## config.mk

```make
export PLATFORM = sky130hd
export DESIGN_NAME = seg7_display_sched_flat
export DESIGN_NICKNAME = d
export VERILOG_FILES = /design/src/rtl/seg7_display_sched_if.sv /design/src/rtl/seg7_display_sched.sv /design/src/flat_wrapper.sv
export SDC_FILE = /design/constraint.sdc
export NUM_CORES = 1
export LEC_CHECK = 0
export CAP_MARGIN = 25
export CORE_MARGIN = 10
export CORE_UTILIZATION = 52
export CTS_CLUSTER_DIAMETER = 40
export CTS_CLUSTER_SIZE = 20
export DETAILED_ROUTE_END_ITERATION = 16
export GPL_ROUTABILITY_DRIVEN = 0
export GPL_TIMING_DRIVEN = 0
export MAX_ROUTING_LAYER = met4
export PLACE_DENSITY = 0.85
export SETUP_SLACK_MARGIN = 0.05
export SLEW_MARGIN = 20
export SYNTH_ARGS = -nofsm -noshare
export SYNTH_HDL_FRONTEND = slang
export SYNTH_SLANG_ARGS = --single-unit
```

## constraint.sdc

```tcl
create_clock -name clk -period 5 [get_ports clk]
set_clock_uncertainty 0.2 [all_clocks]
set_input_delay 0.75 -clock clk [delete_from_list [all_inputs] [get_ports clk]]
set_output_delay 0.75 -clock clk [all_outputs]
set_load 0.02 [all_outputs]
```

## src/rtl/seg7_display_sched_if.sv

```systemverilog
// Bundle between the CPU debug taps, the display scheduler and the 7-segment driver.
interface seg7_display_sched_if;
    logic [127:0] src_data;
    logic [3:0]   src_valid;
    logic         mode_manual;
    logic         page_next;
    logic         freeze;
    logic         alert_req;
    logic [31:0]  alert_data;
    logic         alert_ack;
    logic [31:0]  disp_data;
    logic [2:0]   disp_src;
    logic         disp_upd;

    // Master drives the debug sources and controls; it observes the display word.
    modport master (
        output src_data, src_valid, mode_manual, page_next, freeze, alert_req, alert_data,
        input  alert_ack, disp_data, disp_src, disp_upd
    );

    // Slave is the scheduler itself.
    modport slave (
        input  src_data, src_valid, mode_manual, page_next, freeze, alert_req, alert_data,
        output alert_ack, disp_data, disp_src, disp_upd
    );
endinterface

```

## src/rtl/seg7_display_sched.sv

```systemverilog
// Chooses which 32-bit debug word feeds the 8-digit 7-segment driver: timed rotation,
// manual paging, freeze, and a pre-empting alert word held for a minimum time.
module seg7_display_sched #(
    parameter int unsigned DWELL     = 50_000_000,
    parameter int unsigned ALERT_MIN = 25_000_000
) (
    input  logic                  clk,
    input  logic                  rst_n,
    seg7_display_sched_if.slave   bus
);

    localparam logic [1:0]  ST_AUTO    = 2'd0;
    localparam logic [1:0]  ST_MANUAL  = 2'd1;
    localparam logic [1:0]  ST_ALERT   = 2'd2;
    localparam logic [31:0] DWELL_LAST = 32'(DWELL - 1);
    localparam logic [31:0] ALERT_LAST = 32'(ALERT_MIN - 1);
    localparam logic [2:0]  SRC_ALERT  = 3'd4;
    localparam logic [2:0]  SRC_NONE   = 3'd7;

    logic [1:0]  st_q, st_d;
    logic [1:0]  sel_q, sel_d;
    logic [31:0] dwell_q, dwell_d;
    logic [31:0] alert_cnt_q, alert_cnt_d;
    logic [31:0] disp_data_q, disp_data_d;
    logic [2:0]  disp_src_q, disp_src_d;
    logic        disp_upd_q, disp_upd_d;
    logic        alert_ack_q, alert_ack_d;

    logic [1:0]  nxt_sel;
    logic [1:0]  cand;
    logic        any_valid;
    logic [1:0]  show_idx;
    logic [2:0]  show_src;
    logic [31:0] show_data;
    logic [1:0]  mode_st;

    // next(sel) search plus the word that should be on the display this cycle.
    // An invalid sel is never shown: the display jumps straight to the source sel moves to.
    always_comb begin
        nxt_sel = sel_q;
        cand    = '0;
        for (int k = 3; k >= 1; k--) begin
            cand = sel_q + 2'(k);
            if (bus.src_valid[cand]) begin
                nxt_sel = cand;
            end
        end
        any_valid = |bus.src_valid;
        show_idx  = bus.src_valid[sel_q] ? sel_q : nxt_sel;
        show_src  = any_valid ? {1'b0, show_idx} : SRC_NONE;
        show_data = any_valid ? bus.src_data[{show_idx, 5'b0} +: 32] : 32'd0;
        mode_st   = bus.mode_manual ? ST_MANUAL : ST_AUTO;
    end

    // Mode sequencing, selection, counters and the registered display word.
    always_comb begin
        st_d        = st_q;
        sel_d       = sel_q;
        dwell_d     = dwell_q;
        alert_cnt_d = alert_cnt_q;
        disp_data_d = disp_data_q;
        disp_src_d  = disp_src_q;
        alert_ack_d = 1'b0;

        if (st_q != ST_ALERT && bus.alert_req) begin
            // Alert entry pre-empts everything else this cycle, freeze included.
            st_d        = ST_ALERT;
            alert_cnt_d = '0;
            disp_data_d = bus.alert_data;
            disp_src_d  = SRC_ALERT;
            alert_ack_d = 1'b1;
        end else if (st_q == ST_ALERT) begin
            if (alert_cnt_q != '1) begin
                alert_cnt_d = alert_cnt_q + 32'd1;
            end
            if (alert_cnt_q >= ALERT_LAST && !bus.alert_req) begin
                st_d        = mode_st;
                dwell_d     = '0;
                disp_src_d  = show_src;
                disp_data_d = show_data;
            end
        end else begin
            st_d = mode_st;
            if (!bus.freeze) begin
                disp_src_d  = show_src;
                disp_data_d = show_data;
                if (!any_valid) begin
                    dwell_d = '0;
                end else if (!bus.src_valid[sel_q]) begin
                    sel_d   = nxt_sel;
                    dwell_d = '0;
                end else if (st_q == ST_AUTO) begin
                    if (dwell_q >= DWELL_LAST) begin
                        sel_d   = nxt_sel;
                        dwell_d = '0;
                    end else begin
                        dwell_d = dwell_q + 32'd1;
                    end
                end else begin
                    dwell_d = '0;
                    if (bus.page_next) begin
                        sel_d = nxt_sel;
                    end
                end
            end
            if (st_d != st_q) begin
                dwell_d = '0;
            end
        end

        disp_upd_d = (disp_src_d != disp_src_q) || alert_ack_d;
    end

    // State registers; reset also aborts any alert in progress.
    always_ff @(posedge clk or negedge rst_n) begin
        if (!rst_n) begin
            st_q        <= ST_AUTO;
            sel_q       <= '0;
            dwell_q     <= '0;
            alert_cnt_q <= '0;
            disp_data_q <= '0;
            disp_src_q  <= SRC_NONE;
            disp_upd_q  <= 1'b0;
            alert_ack_q <= 1'b0;
        end else begin
            st_q        <= st_d;
            sel_q       <= sel_d;
            dwell_q     <= dwell_d;
            alert_cnt_q <= alert_cnt_d;
            disp_data_q <= disp_data_d;
            disp_src_q  <= disp_src_d;
            disp_upd_q  <= disp_upd_d;
            alert_ack_q <= alert_ack_d;
        end
    end

    assign bus.disp_data = disp_data_q;
    assign bus.disp_src  = disp_src_q;
    assign bus.disp_upd  = disp_upd_q;
    assign bus.alert_ack = alert_ack_q;

endmodule

```

## src/flat_wrapper.sv

```systemverilog
// flat-port wrapper written by rule: the top's interface ports become plain ports
module seg7_display_sched_flat 
#(
    parameter int unsigned DWELL     = 50_000_000,
    parameter int unsigned ALERT_MIN = 25_000_000
)
  (clk, rst_n, bus_src_data, bus_src_valid, bus_mode_manual, bus_page_next, bus_freeze, bus_alert_req, bus_alert_data, bus_alert_ack, bus_disp_data, bus_disp_src, bus_disp_upd);
  seg7_display_sched_if bus_i ();
  input  logic clk;
  input  logic rst_n;
  input wire logic [$bits(bus_i.src_data)-1:0] bus_src_data;
  input wire logic [$bits(bus_i.src_valid)-1:0] bus_src_valid;
  input wire logic [$bits(bus_i.mode_manual)-1:0] bus_mode_manual;
  input wire logic [$bits(bus_i.page_next)-1:0] bus_page_next;
  input wire logic [$bits(bus_i.freeze)-1:0] bus_freeze;
  input wire logic [$bits(bus_i.alert_req)-1:0] bus_alert_req;
  input wire logic [$bits(bus_i.alert_data)-1:0] bus_alert_data;
  output wire logic [$bits(bus_i.alert_ack)-1:0] bus_alert_ack;
  output wire logic [$bits(bus_i.disp_data)-1:0] bus_disp_data;
  output wire logic [$bits(bus_i.disp_src)-1:0] bus_disp_src;
  output wire logic [$bits(bus_i.disp_upd)-1:0] bus_disp_upd;
  assign bus_i.src_data = bus_src_data;
  assign bus_i.src_valid = bus_src_valid;
  assign bus_i.mode_manual = bus_mode_manual;
  assign bus_i.page_next = bus_page_next;
  assign bus_i.freeze = bus_freeze;
  assign bus_i.alert_req = bus_alert_req;
  assign bus_i.alert_data = bus_alert_data;
  assign bus_alert_ack = bus_i.alert_ack;
  assign bus_disp_data = bus_i.disp_data;
  assign bus_disp_src = bus_i.disp_src;
  assign bus_disp_upd = bus_i.disp_upd;
  seg7_display_sched #(.DWELL(DWELL), .ALERT_MIN(ALERT_MIN)) u_core (.clk(clk), .rst_n(rst_n), .bus(bus_i));
endmodule
```

Yosys cells after proc, flatten, opt, wreduce, memory -nomap -nowiden
Index checks and enable logic that the tools add are counted.
{ "totals": {"regBits": 105, "inputBits": 170, "out_inout_bits": 37, "word_cells": 88} }
{ "op_classes": {"n_addsub": 5, "magnitude_cmp": 6, "eq_ne": 11, "n_shift": 1, "mux": 42, "bitwise": 3, "n_reduce_logical": 12} }
{ "ops": {"columns": ["cell", "count"], "rows": [
  ["$mux W32", 16],
  ["$shiftx A128 B8 Y32", 1],
  ["$add A32 B1 Y32 const B", 2],
  ["$ge A32 B25 Y1 const B", 1],
  ["$ge A32 B26 Y1 const B", 1],
  ["$ne A32 B32 Y1 const B", 1],
  ["$mux W2", 11],
  ["$mux W3", 5],
  ["$lt A2 B3 Y1 const B", 4],
  ["$bmux W1 S2", 4],
  ["$mux W1", 6],
  ["$ne A3 B1 Y1 const B", 2],
  ["$ne A3 B3 Y1 const B", 2],
  ["$reduce_and A6 Y1", 1],
  ["$add A2 B2 Y2 const B", 2],
  ["$ne A2 B2 Y1 const B", 2],
  ["$reduce_and A2 Y1", 2],
  ["$reduce_bool A2 Y1", 2],
  ["$reduce_or A4 Y1", 1],
  ["$ne A3 B2 Y1 const B", 1],
  ["$ne A3 B3 Y1", 1],
  ["$not A1 Y1", 3],
  ["$reduce_and A3 Y1", 1],
  ["$add A2 B1 Y2 const B", 1],
  ["other kinds (6)", 7]
]} }

Longest topological paths before layout
Gate-level depths: netlist of run 1.
{ "depth": {"depth_word": 13, "depth_mapped": 9, "depth_no_buf": 7} }

Least setup slack after synthesis of run 1
No wires, ideal clock.
{ "synth_path": {"path_type": "input -> register", "startpoint": "input bus_src_valid[3]", "endpoint": "register u_core.disp_data_q[10], in the netlist u_core.bus.disp_data[10]", "arrival_ps": 2483, "path_slack_ps": 2177, "cell_stages": 8, "path_cell_list": "buf_2 > nor2b_1 > o21a_1 > a221oi_4 > buf_6 > mux4_2 > o21ai_0 > o32ai_1"} }
{ "synth_between": {"elab_chain_len": 11, "elab_cells_between_ends": 19} }
{ "synth_rtl": {"columns": ["element", "line_no", "text"], "rows": [
  ["start, declared", "flat_wrapper.sv:12", "input wire logic [$bits(bus_i.src_valid)-1:0] bus_src_valid;"],
  ["$bmux W1 S2", "seg7_display_sched.sv:44", "if (bus.src_valid[cand]) begin"],
  ["$mux W1 (not written as such)", "seg7_display_sched.sv:44", null],
  ["$mux W2 (3 in series)", "seg7_display_sched.sv:44", null],
  ["$mux W2", "seg7_display_sched.sv:49", "show_idx = bus.src_valid[sel_q] ? sel_q : nxt_sel;"],
  ["$shiftx A128 B8 Y32", "seg7_display_sched.sv:51", "show_data = any_valid ? bus.src_data[{show_idx, 5'b0} +: 32] : 32'd0;"],
  ["$mux W32 (*)", "seg7_display_sched.sv:51", null],
  ["$mux W32 (on tied branches)", "seg7_display_sched.sv:84, seg7_display_sched.sv:76", null],
  ["$mux W32 (*)", "seg7_display_sched.sv:72", "end else if (st_q == ST_ALERT) begin"],
  ["$mux W32 (*)", "seg7_display_sched.sv:65", "if (st_q != ST_ALERT && bus.alert_req) begin"],
  ["end signal, assigned", "seg7_display_sched.sv:130", "disp_data_q <= disp_data_d;"],
  ["end, declared", "seg7_display_sched.sv:24", "logic [31:0] disp_data_q, disp_data_d;"]
]} }
Mark *: on every way between the ends. The rest lies on a longest branch, timed or not. The select of a mux whose other input is x is not followed.
A chain may end at the register's enable or synchronous reset.

Final worst setup path of run 1
{ "layout_path": {"startpoint": "input bus_src_valid[2]", "endpoint": "register u_core.dwell_q[5]"} }
{ "layout_between": {"elab_chain_len": 7, "elab_cells_between_ends": 8} }
{ "layout_rtl": {"columns": ["element", "line_no", "text"], "rows": [
  ["$bmux W1 S2", "seg7_display_sched.sv:89", "end else if (!bus.src_valid[sel_q]) begin"],
  ["$mux W1 (not written as such)", "seg7_display_sched.sv:89", null],
  ["$mux W32", "seg7_display_sched.sv:89", null],
  ["$mux W32 (*)", "seg7_display_sched.sv:87", "if (!any_valid) begin"],
  ["$mux W32 (*)", "seg7_display_sched.sv:84", "if (!bus.freeze) begin"],
  ["$mux W32 (*)", "seg7_display_sched.sv:106", "if (st_d != st_q) begin"],
  ["$mux W32 (*)", "seg7_display_sched.sv:72", null],
  ["end signal, assigned", "seg7_display_sched.sv:128", "dwell_q <= dwell_d;"],
  ["end, declared", "seg7_display_sched.sv:22", "logic [31:0] dwell_q, dwell_d;"]
]} }
Marked as above.

==> flow_summary_export.csv, run 1 <==
group,metric,value,unit
logic_synthesis,yosysWarnings,0,
layout,fillers,949,
clock_network,worstSkewPairLatency,0.36,ns
floorplanning,core-area,12700,µm²
global_routing,grt_pass1_wl,37300,µm
setup_path,startpoint_type,"input pin",
sta,setup_violations,0,
global_routing,antenna_found_initial,3,
sta,min_period_over_period,67.9,%
floorplanning,pin_count,207,
layout,drive_gt1_share,9.63,%
logic_synthesis,synth_area,6780,µm²
sta,max_slew_margin,30.2,%
logic_synthesis,synth.distinct_cells,68,
clock_network,post_cts_buffers,0,
route,route.detailed.drc,0,
logic_synthesis,yosys.area_share.xor_xnor,3.10,%
layout,most-common-layout-cells,"clkdlybuf4s50_1 (204), nor2_1 (111), dfrtp_1 (102)",
logic_synthesis,yosysTopAreaCell,"dfrtp_1",
setup_path,endpoint_kind,"flop",
layout,final_common_cell,"clkdlybuf4s50_1",
setup_path,critPathLaunch,"bus_src_valid[2]",
logic_synthesis,async_reset_ff_share,100,%
logic_synthesis,synth_enable_flop_cells,0,
logic_synthesis,ys_seq_area_share,38.8,%
setup_path,cp_data_arrival_time,3.44,ns
clock_network,numCtsBuffers,9,
clock_network,cts_root_buffer,"clkbuf_16",
route,drtPass1Iterations,6,
power,p_leak,0.00365,µW
power,switching_share,40.6,%
clock_network,cts.sinks,105,
power,p_total,4040,µW
global_routing,grt_max_degree,68,
route,finalWirelength,23800,µm
route,drt_iter0_drc,635,
floorplanning,start_util,53.5,%
floorplanning,die_w,134,µm
sta,max_freq,0.295,GHz
power,peakVddDrop,325,µV
clock_network,cts_tree,"done",
setup_path,reg2reg_from,"u_core.st_q[0]",
clock_network,clkTransAtPathRegs,0.07,ns
setup_path,critical_path.max_fanout,9,
status,status,"completed",
setup_path,worstReg2RegEnd,"u_core.bus.disp_data[23]",
sta,finalMaxSlewViolations,0,
logic_synthesis,syn_inst,713,
setup_path,worst-r2r-cell-count,8,
route,viasPerCell,6.12,
clock_network,htreeDepth,3,
sta,period_minus_slack,3.39,ns
sta,setup-tns-final,0,ns
power,p_comb_share,53.4,%
logic_synthesis,synth_compound_gate_area_share,19.9,%
power,p_int,2400,µW
power,p_seq_share,29.5,%
setup_path,worstSetupPathType,"in2reg",
route,final_antenna_net_count,0,
setup_path,reg2reg_slack,1.95,ns
sta,finalHoldViolations,0,
floorplanning,fp-row-count,41,
layout,final_nets,1102,
logic_synthesis,ys.flop_type,"dfrtp_1",
power,power.density,431,nW/µm²
logic_synthesis,synth_top_area_share,37.7,%
power,switching_power,1640,µW
sta,grt_setup_unrepaired,"no",
logic_synthesis,synthSimpleGateAreaFrac,22.1,%
placed_design,io_buffers,205,
logic_synthesis,ys_ff_latch,105,
route,wl_per_cell,21.4,µm
job,drv_cap,0,
layout,multi_input_area,3890,µm²
floorplanning,die_area,18000,µm²
logic_synthesis,synth.area.top_cells,"dfrtp_1 (38%), mux4_2 (11%), nor2_1 (6.1%), o32ai_1 (4.1%), nand2_1 (3.2%)",
route,dr_total_vias,6803,
global_routing,track_usage,26.8,%
clock_network,cts_resized,0,
logic_synthesis,synthMuxAreaShare,11.9,%
placed_design,dp_hpwl,18600,µm
sta,worstMarginPinSlew,1.04,ns
clock_network,cts_hold_buf,0,
layout,syn2layout_area_growth,38.2,%
logic_synthesis,synth_top_family_by_area,"simple AND/OR/NAND/NOR gates",
global_routing,overflow,0,
global_routing,grt_pass1_vias,6851,
floorplanning,die_h,134,µm
clock_network,clockBufferDepth,2,
logic_synthesis,synthAdderAreaFrac,0.369,%
logic_synthesis,synthesis.nets,885,
layout,seq_area,2630,µm²
logic_synthesis,avgSynthCellArea,9.51,µm²
setup_path,required,5.05,ns
power,clock_power_share,17.1,%
min_path,holdCritPathClass,"in2async",
per-stage QoR:
step	utilization, %	hold WS [ns]	std cells	area [µm²]	setup WS (ns)
finish	73.9	0.0840	1111	9370	1.61
global route	73.9	0.109	1111	9370	1.39
CTS	73.9	0.0983	1107	9360	1.70
detailed placement	71.6	0.289	1091	9070	1.35
global placement	71.4	0.283	1090	9050	-1.01
floorplan	-	0.254	713	6780	2.18
cell usage after synthesis, types with 2 or more instances:
cell      instances
a211oi_1          7
a21oi_1          15
a221oi_1          3
a22oi_1          13
a311oi_1          2
a31oi_1           4
and2_1            3
and3_1           20
and4_1           11
buf_2             7
buf_6             4
clkbuf_1         34
dfrtp_1         102
dfstp_2           3
ha_1              2
inv_1            10
mux2i_1           5
mux4_2           33
nand2_1          57
nand2b_1          5
nand3_1          26
nand4_1          23
nor2_1          111
nor2b_1           6
nor3_1           17
nor4_1           11
nor4_2            3
o21a_1            9
o21ai_0          34
o21ai_1          20
o311a_1           2
o31ai_1           7
o31ai_2          12
o32ai_1          32
or2_2             2
or3_1             3
or4_1             2
xnor2_1           4
xor2_1           20
worst max-delay path: stages:
cell and delay (ns):
clkdlybuf4s50_1 0.54, nor4_2 0.85, nor3_1 0.32, nand2b_1 0.15
clkbuf_1 0.37, a21oi_1 0.19, nand4_1 0.20, o21ai_1 0.07
routing by layer:
layer | global-route usage [%] | routed length (µm) | up-vias
met3 | 10.8 | 2420 | 25
met1 | 29.1 | 8850 | 3346
met2 | 44.9 | 12100 | 263
li1 | - | - | 3169
met4 | 7.01 | 455 | 0
met5 | - | 0 | -
state kept, by name (all words and copies together), names as in the netlist:
name and cells:
u_core.alert_cnt_q 32, u_core.bus.alert_ack 1, u_core.bus.disp_data 32, u_core.bus.disp_src 3, u_core.bus.disp_upd 1, u_core.dwell_q 32, u_core.sel_q 2, u_core.st_q 2
layout make-up:
class,instances,share of cell area (%)
clock buffer,11,2.59
sequential,105,28.1
timing repair buffer,206,22.2
multi-input combinational,551,41.5
antenna,4,0.107
inverter,10,0.401
tap,172,2.30
buffer,47,2.34
clock inverter,5,0.441
worst max path at each step:
stage	endpoint	slack, ns	cells past startpoint
5_1_grt	u_core.dwell_q[20]	1.39	8
3_5_place_dp	u_core.bus.disp_data[16]	1.35	8
4_1_cts	u_core.dwell_q[20]	1.70	8
2_1_floorplan	u_core.bus.disp_data[10]	2.18	8
6_report	u_core.dwell_q[5]	1.61	8
3_3_place_gp	u_core.bus.disp_data[19]	-1.01	1
logic make-up (layout without fill, tap and decap cells):
kind of cell / count (synthesis) / after routing
muxes: 39 / 39
adders and majority gates: 2 / 2
and+or+nand+nor: 306 / 306
AOI/OAI and AO/OA: 180 / 180
other: 0 / 4
DFF: 105 / 105
buffers and inverters: 57 / 279
xor gates and xnor gates: 24 / 24
power groups by stage:
stage	Clock (µW)	Sequential [µW]	Combinational [µW]
after detailed placement	0	1200	2140
after global routing	735	1210	2330
after global placement	0	1200	2100
after CTS	694	1190	2150
after floorplan	0	1370	1140
final	690	1190	2150
Note: power is estimated with default switching activity, not from simulation.
==> run 2: changes to the inputs <==
- CORE_UTILIZATION: 52 -> 43
- PLACE_DENSITY: 0.85 -> 0.74
- clock period: 5 -> 2.8 ns (I/O delays scaled with it)
==> run 2 against run 1 <==
- final cell count grew 3.7%
- final area grew 2.5%
- register-to-register slack lost 1.8 ns
- sequential power grew 78%
- sequential share of layout area shrank 0.68 points
- non-clock buffer count grew 4
- largest cell class unchanged
- global-route usage shrank 3.9 points
- highest routed layer unchanged
- clock power grew 96%
==> flow_summary_export.csv, run 2 (same netlist as run 1, synthesis figures left out) <==
group,metric,value,unit
status,status,"completed",
clock_network,cts.sinks,105,
global_routing,overflow,0,
setup_path,worstSetupPathType,"reg2reg",
power,p_leak,0.00378,µW
sta,finalHoldViolations,0,
route,dr_total_vias,6734,
floorplanning,die_h,146,µm
clock_network,cts_tree,"done",
sta,hold_ws,0.314,ns
layout,most-common-layout-cells,"clkdlybuf4s50_1 (202), nor2_1 (111), dfrtp_1 (102)",
setup_path,required,2.87,ns
power,peakVddDrop,424,µV
layout,final_common_cell,"clkdlybuf4s50_1",
layout,drive_gt1_share,12.5,%
placed_design,io_buffers,205,
sta,max_freq,0.378,GHz
setup_path,worstReg2RegEnd,"u_core.dwell_q[17]",
global_routing,antenna_found_initial,2,
setup_path,critical_path.max_fanout,10,
min_path,holdCritPathClass,"reg2reg",
sta,period_minus_slack,2.64,ns
placed_design,placed_cells,1130,
floorplanning,core-area,15300,µm²
route,drt_iter0_drc,489,
global_routing,track_usage,23.0,%
sta,min_period_over_period,94.4,%
route,wl_per_cell,21.1,µm
route,finalWirelength,24300,µm
placed_design,dp_hpwl,19100,µm
floorplanning,fp-row-count,45,
sta,worstMarginPinSlew,1.03,ns
power,power.density,770,nW/µm²
sta,max_slew_margin,30.9,%
layout,final_nets,1106,
global_routing,grt_pass1_vias,6935,
clock_network,clkTransAtPathRegs,0.07,ns
layout,finalNonFillerCells,1152,
floorplanning,pin_count,207,
clock_network,numCtsBuffers,9,
route,final_antenna_net_count,0,
clock_network,worstSkewPairLatency,0.36,ns
setup_path,reg2reg_from,"u_core.dwell_q[9]",
route,route.detailed.drc,0,
floorplanning,start_util,44.3,%
setup_path,worst-r2r-cell-count,8,
route,viasPerCell,5.85,
floorplanning,die_area,21200,µm²
layout,final_util,62.7,%
min_path,min_from,"u_core.dwell_q[0]",
clock_network,clockBufferDepth,2,
setup_path,startpoint_type,"flop",
global_routing,grt_pass1_wl,38300,µm
sta,finalMaxSlewViolations,0,
global_routing,grt_max_degree,74,
clock_network,cts_root_buffer,"clkbuf_16",
job,drv_cap,0,
clock_network,htreeDepth,3,
sta,setup_violations,0,
setup_path,endpoint_kind,"flop",
sta,grt_setup_unrepaired,"no",
setup_path,reg2reg_slack,0.16,ns
floorplanning,die_w,146,µm
min_path,hold_depth,1,
layout,syn2layout_area_growth,41.6,%
min_path,hold_end,"u_core.dwell_q[0]",
setup_path,cp_data_arrival_time,2.71,ns
route,drtPass1Iterations,5,
-- run 2: metal layers --
layer	share of wire [%]	vias to the layer above	global-route usage (%)
met5	0	-	-
met1	38	3298	25.4
li1	-	3162	-
met2	51	249	38.4
met4	1.7	0	5.81
met3	8.9	25	8.66
-- run 2: report_power, final --
group / switching [µW] / internal (µW)
combinational: 2080 / 1840
clock: 602 / 747
sequential: 239 / 1880
-- run 2: area by class of cell --
type	count	area, µm²
Inverter	10	37.5
Clock buffer	11	253
Fill cell	1321	5710
Antenna cell	2	5.00
Timing Repair Buffer	211	2140
Tap cell	211	264
Clock inverter	5	62.6
Sequential cell	105	2630
Buffer	46	244
Multi-Input combinational cell	551	3970
-- run 2: per-stage QoR --
stage	power, µW	TNS (ns)	setup WS (ns)	cell area (µm²)
after detailed placement	5980	-29.50	-0.530	9120
after global placement	5930	-350.89	-3.12	9090
final	7390	0	0.157	9600
after floorplan	4470	0	0.307	6780
after CTS	7400	0	0.0161	9520
after global routing	7870	0	0.0424	9600
-- run 2: worst max path at each step --
| stage | start | end | slack, ns | depth (start not counted) |
|---|---|---|---|---|
| finish | u_core.dwell_q[9] | u_core.dwell_q[17] | 0.16 | 8 |
| global route | u_core.dwell_q[11] | u_core.dwell_q[10] | 0.04 | 7 |
| CTS | u_core.alert_cnt_q[0] | u_core.bus.disp_data[29] | 0.02 | 9 |
| detailed placement | bus_src_valid[2] | u_core.dwell_q[20] | -0.53 | 8 |
| global placement | rst_n | u_core.bus.disp_data[6] | -3.12 | 1 |
| floorplan | bus_src_valid[3] | u_core.bus.disp_data[10] | 0.31 | 8 |
-- run 2: critical path, stage by stage (launching register included) --
cell      delay, ns
dfrtp_1        0.35
buf_2          0.16
or4_1          0.49
a211oi_2       0.25
o21ai_4        0.18
a211oi_4       0.30
nand3_2        0.15
buf_4          0.24
o31ai_2        0.22
-- run 2: timing repair --
action                                 CTS  global route
hold buffers                             1             0
pin swaps                                0             6
endpoints found under the hold margin   32             0
setup buffers                            2             2
setup endpoints to repair               68            81
resized for setup                       12            32
==> run 3: changes to the inputs <==
- CORE_MARGIN: 10 -> default
- CORE_UTILIZATION: 43 -> 58
- DONT_BUFFER_PORTS: default -> 1
- GPL_TIMING_DRIVEN: 0 -> default
- PLACE_DENSITY: 0.74 -> 0.73
==> run 3 against run 2 <==
- the flow now finishes with violations (negative hold slack)
- non-clock buffer count decreased by 228
- maximum frequency increased by 1.0%
- first-iteration DRC count increased by 17%
- combinational power decreased by 34%
- sequential cell count unchanged
- final cell count decreased by 25%
- register-to-register slack improved by 0.03 ns
- count of clock-buffer cells in the layout decreased by 1
- global-route usage increased by 10 points
- die area decreased by 43%
- setup slack improved by 0.027 ns
- critical path type unchanged
- largest power group unchanged
==> flow_summary_export.csv, run 3 (same netlist as run 1, synthesis figures left out) <==
group,metric,value,unit
status,status,"complete, but fails checks",
status,violations,"negative hold slack",
setup_path,endpoint_kind,"flop",
sta,setup_violations,0,
placed_design,dp_hpwl,14000,µm
setup_path,cp_data_arrival_time,2.65,ns
power,peakVddDrop,699,µV
global_routing,antenna_found_initial,8,
route,topRoutingLayerUsed,"met4",
setup_path,startpoint_type,"flop",
setup_path,required,2.83,ns
layout,final_nets,878,
sta,hold_ws,-0.446,ns
route,met1_length,7510,µm
sta,worstMarginPinSlew,0.851,ns
floorplanning,fp-row-count,39,
route,dr_total_vias,5937,
global_routing,grt_pass1_vias,5687,
route,wl_per_cell,22.2,µm
route,drtPass1Iterations,6,
sta,setup-tns-final,0,ns
placed_design,io_buffers,0,
route,wl_met3,1770,µm
clock_network,cts_tree,"done",
setup_path,critical_path.max_fanout,6,
clock_network,cts_root_buffer,"clkbuf_16",
sta,max_freq,0.382,GHz
floorplanning,start_util,59.4,%
global_routing,grt_pass1_wl,29200,µm
sta,max_slew_margin,42.8,%
setup_path,critPathBufInv,0,
job,drv_cap,0,
setup_path,max_stage_delay,0.71,ns
clock_network,clkTransAtPathRegs,0.08,ns
setup_path,cp_cell_sequence,"nand3_1 > or3_1 > nor3_1 > a41oi_1 > a22oi_1 > o31ai_2",
setup_path,reg2reg_slack,0.18,ns
layout,syn2layout_area_growth,8.55,%
clock_network,clockBufferDepth,2,
route,wl_met2,9090,µm
power,power.density,880,nW/µm²
setup_path,critPathTopFamily,"simple AND/OR/NAND/NOR gates",
floorplanning,pin_count,207,
floorplanning,die_h,110,µm
floorplanning,die_w,110,µm
clock_network,numCtsBuffers,9,
route,drt_iter0_drc,572,
sta,min_period_over_period,93.4,%
setup_path,cp_slowest_cell,"nor3_1",
clock_network,cts.sinks,105,
layout,final_common_cell,"nor2_1",
route,viasPerCell,6.88,
clock_network,worstSkewPairLatency,0.36,ns
global_routing,grt_max_degree,106,
power,p_leak,0.00291,µW
sta,finalHoldViolations,105,
layout,drive_gt1_share,15.5,%
floorplanning,die_area,12100,µm²
setup_path,worstSetupPathType,"reg2reg",
layout,most-common-layout-cells,"nor2_1 (111), dfrtp_1 (102), nand2_1 (56)",
min_path,holdCritPathClass,"in2async",
sta,grt_setup_unrepaired,"no",
route,final_antenna_net_count,0,
global_routing,overflow,0,
power,p_total,6480,µW
sta,finalMaxSlewViolations,0,
global_routing,track_usage,33.2,%
sta,fin_ws,0.184,ns
route,finalWirelength,19200,µm
floorplanning,core-area,11400,µm²
sta,period_minus_slack,2.62,ns
placed_design,dp_slack,0.219,ns
route,route.detailed.drc,0,
clock_network,htreeDepth,3,
run 3: area by class of cell:
type                       instances  area (µm²)
fill                             931        4060
clock inverter                     6        71.3
antenna                            9        22.5
sequential                       105        2630
tap                              143         179
multi-input combinational        551        3910
timing repair buffer              29         268
clock buffer                      10         239
inverter                          10        37.5
run 3: path summary, 6_finish.rpt:
path | from | end | cells past startpoint
min in group clk | bus_alert_req | u_core.bus.disp_src[2] | 1
max in group asynchronous | rst_n | u_core.bus.disp_src[2] | 0
min | rst_n | u_core.alert_cnt_q[24] | 0
max reg2reg | u_core.dwell_q[0] | u_core.dwell_q[21] | 6
max | u_core.dwell_q[0] | u_core.dwell_q[21] | 6
min reg2reg | u_core.dwell_q[0] | u_core.dwell_q[0] | 1
run 3: report_power, final:
group          switching, µW  internal (µW)  total [µW]  leakage (µW)
registers                672           1880        2550       0.00137
clock network            613            730        1340      0.000151
logic                   1390           1190        2580       0.00139
run 3: through the flow:
step	cell area [µm²]	util, %	std cells
6_report	7360	64.4	863
5_1_grt	7360	64.4	862
4_1_cts	7310	64.0	851
3_5_place_dp	7000	61.3	835
3_3_place_gp	7000	61.3	835
2_1_floorplan	6780	-	713
run 3: layer usage:
layer	vias to the layer above	global-route usage (%)
met2	258	49.6
met3	50	11.9
met1	2925	40.2
met4	0	15.7
met5	-	-
li1	2704	-
run 3: repair_timing:
action / CTS / global route
buffers inserted: 0 / 3
endpoints found under the setup margin: 0 / 1
hold endpoints to repair: 105 / 105
resized for setup: 0 / 0
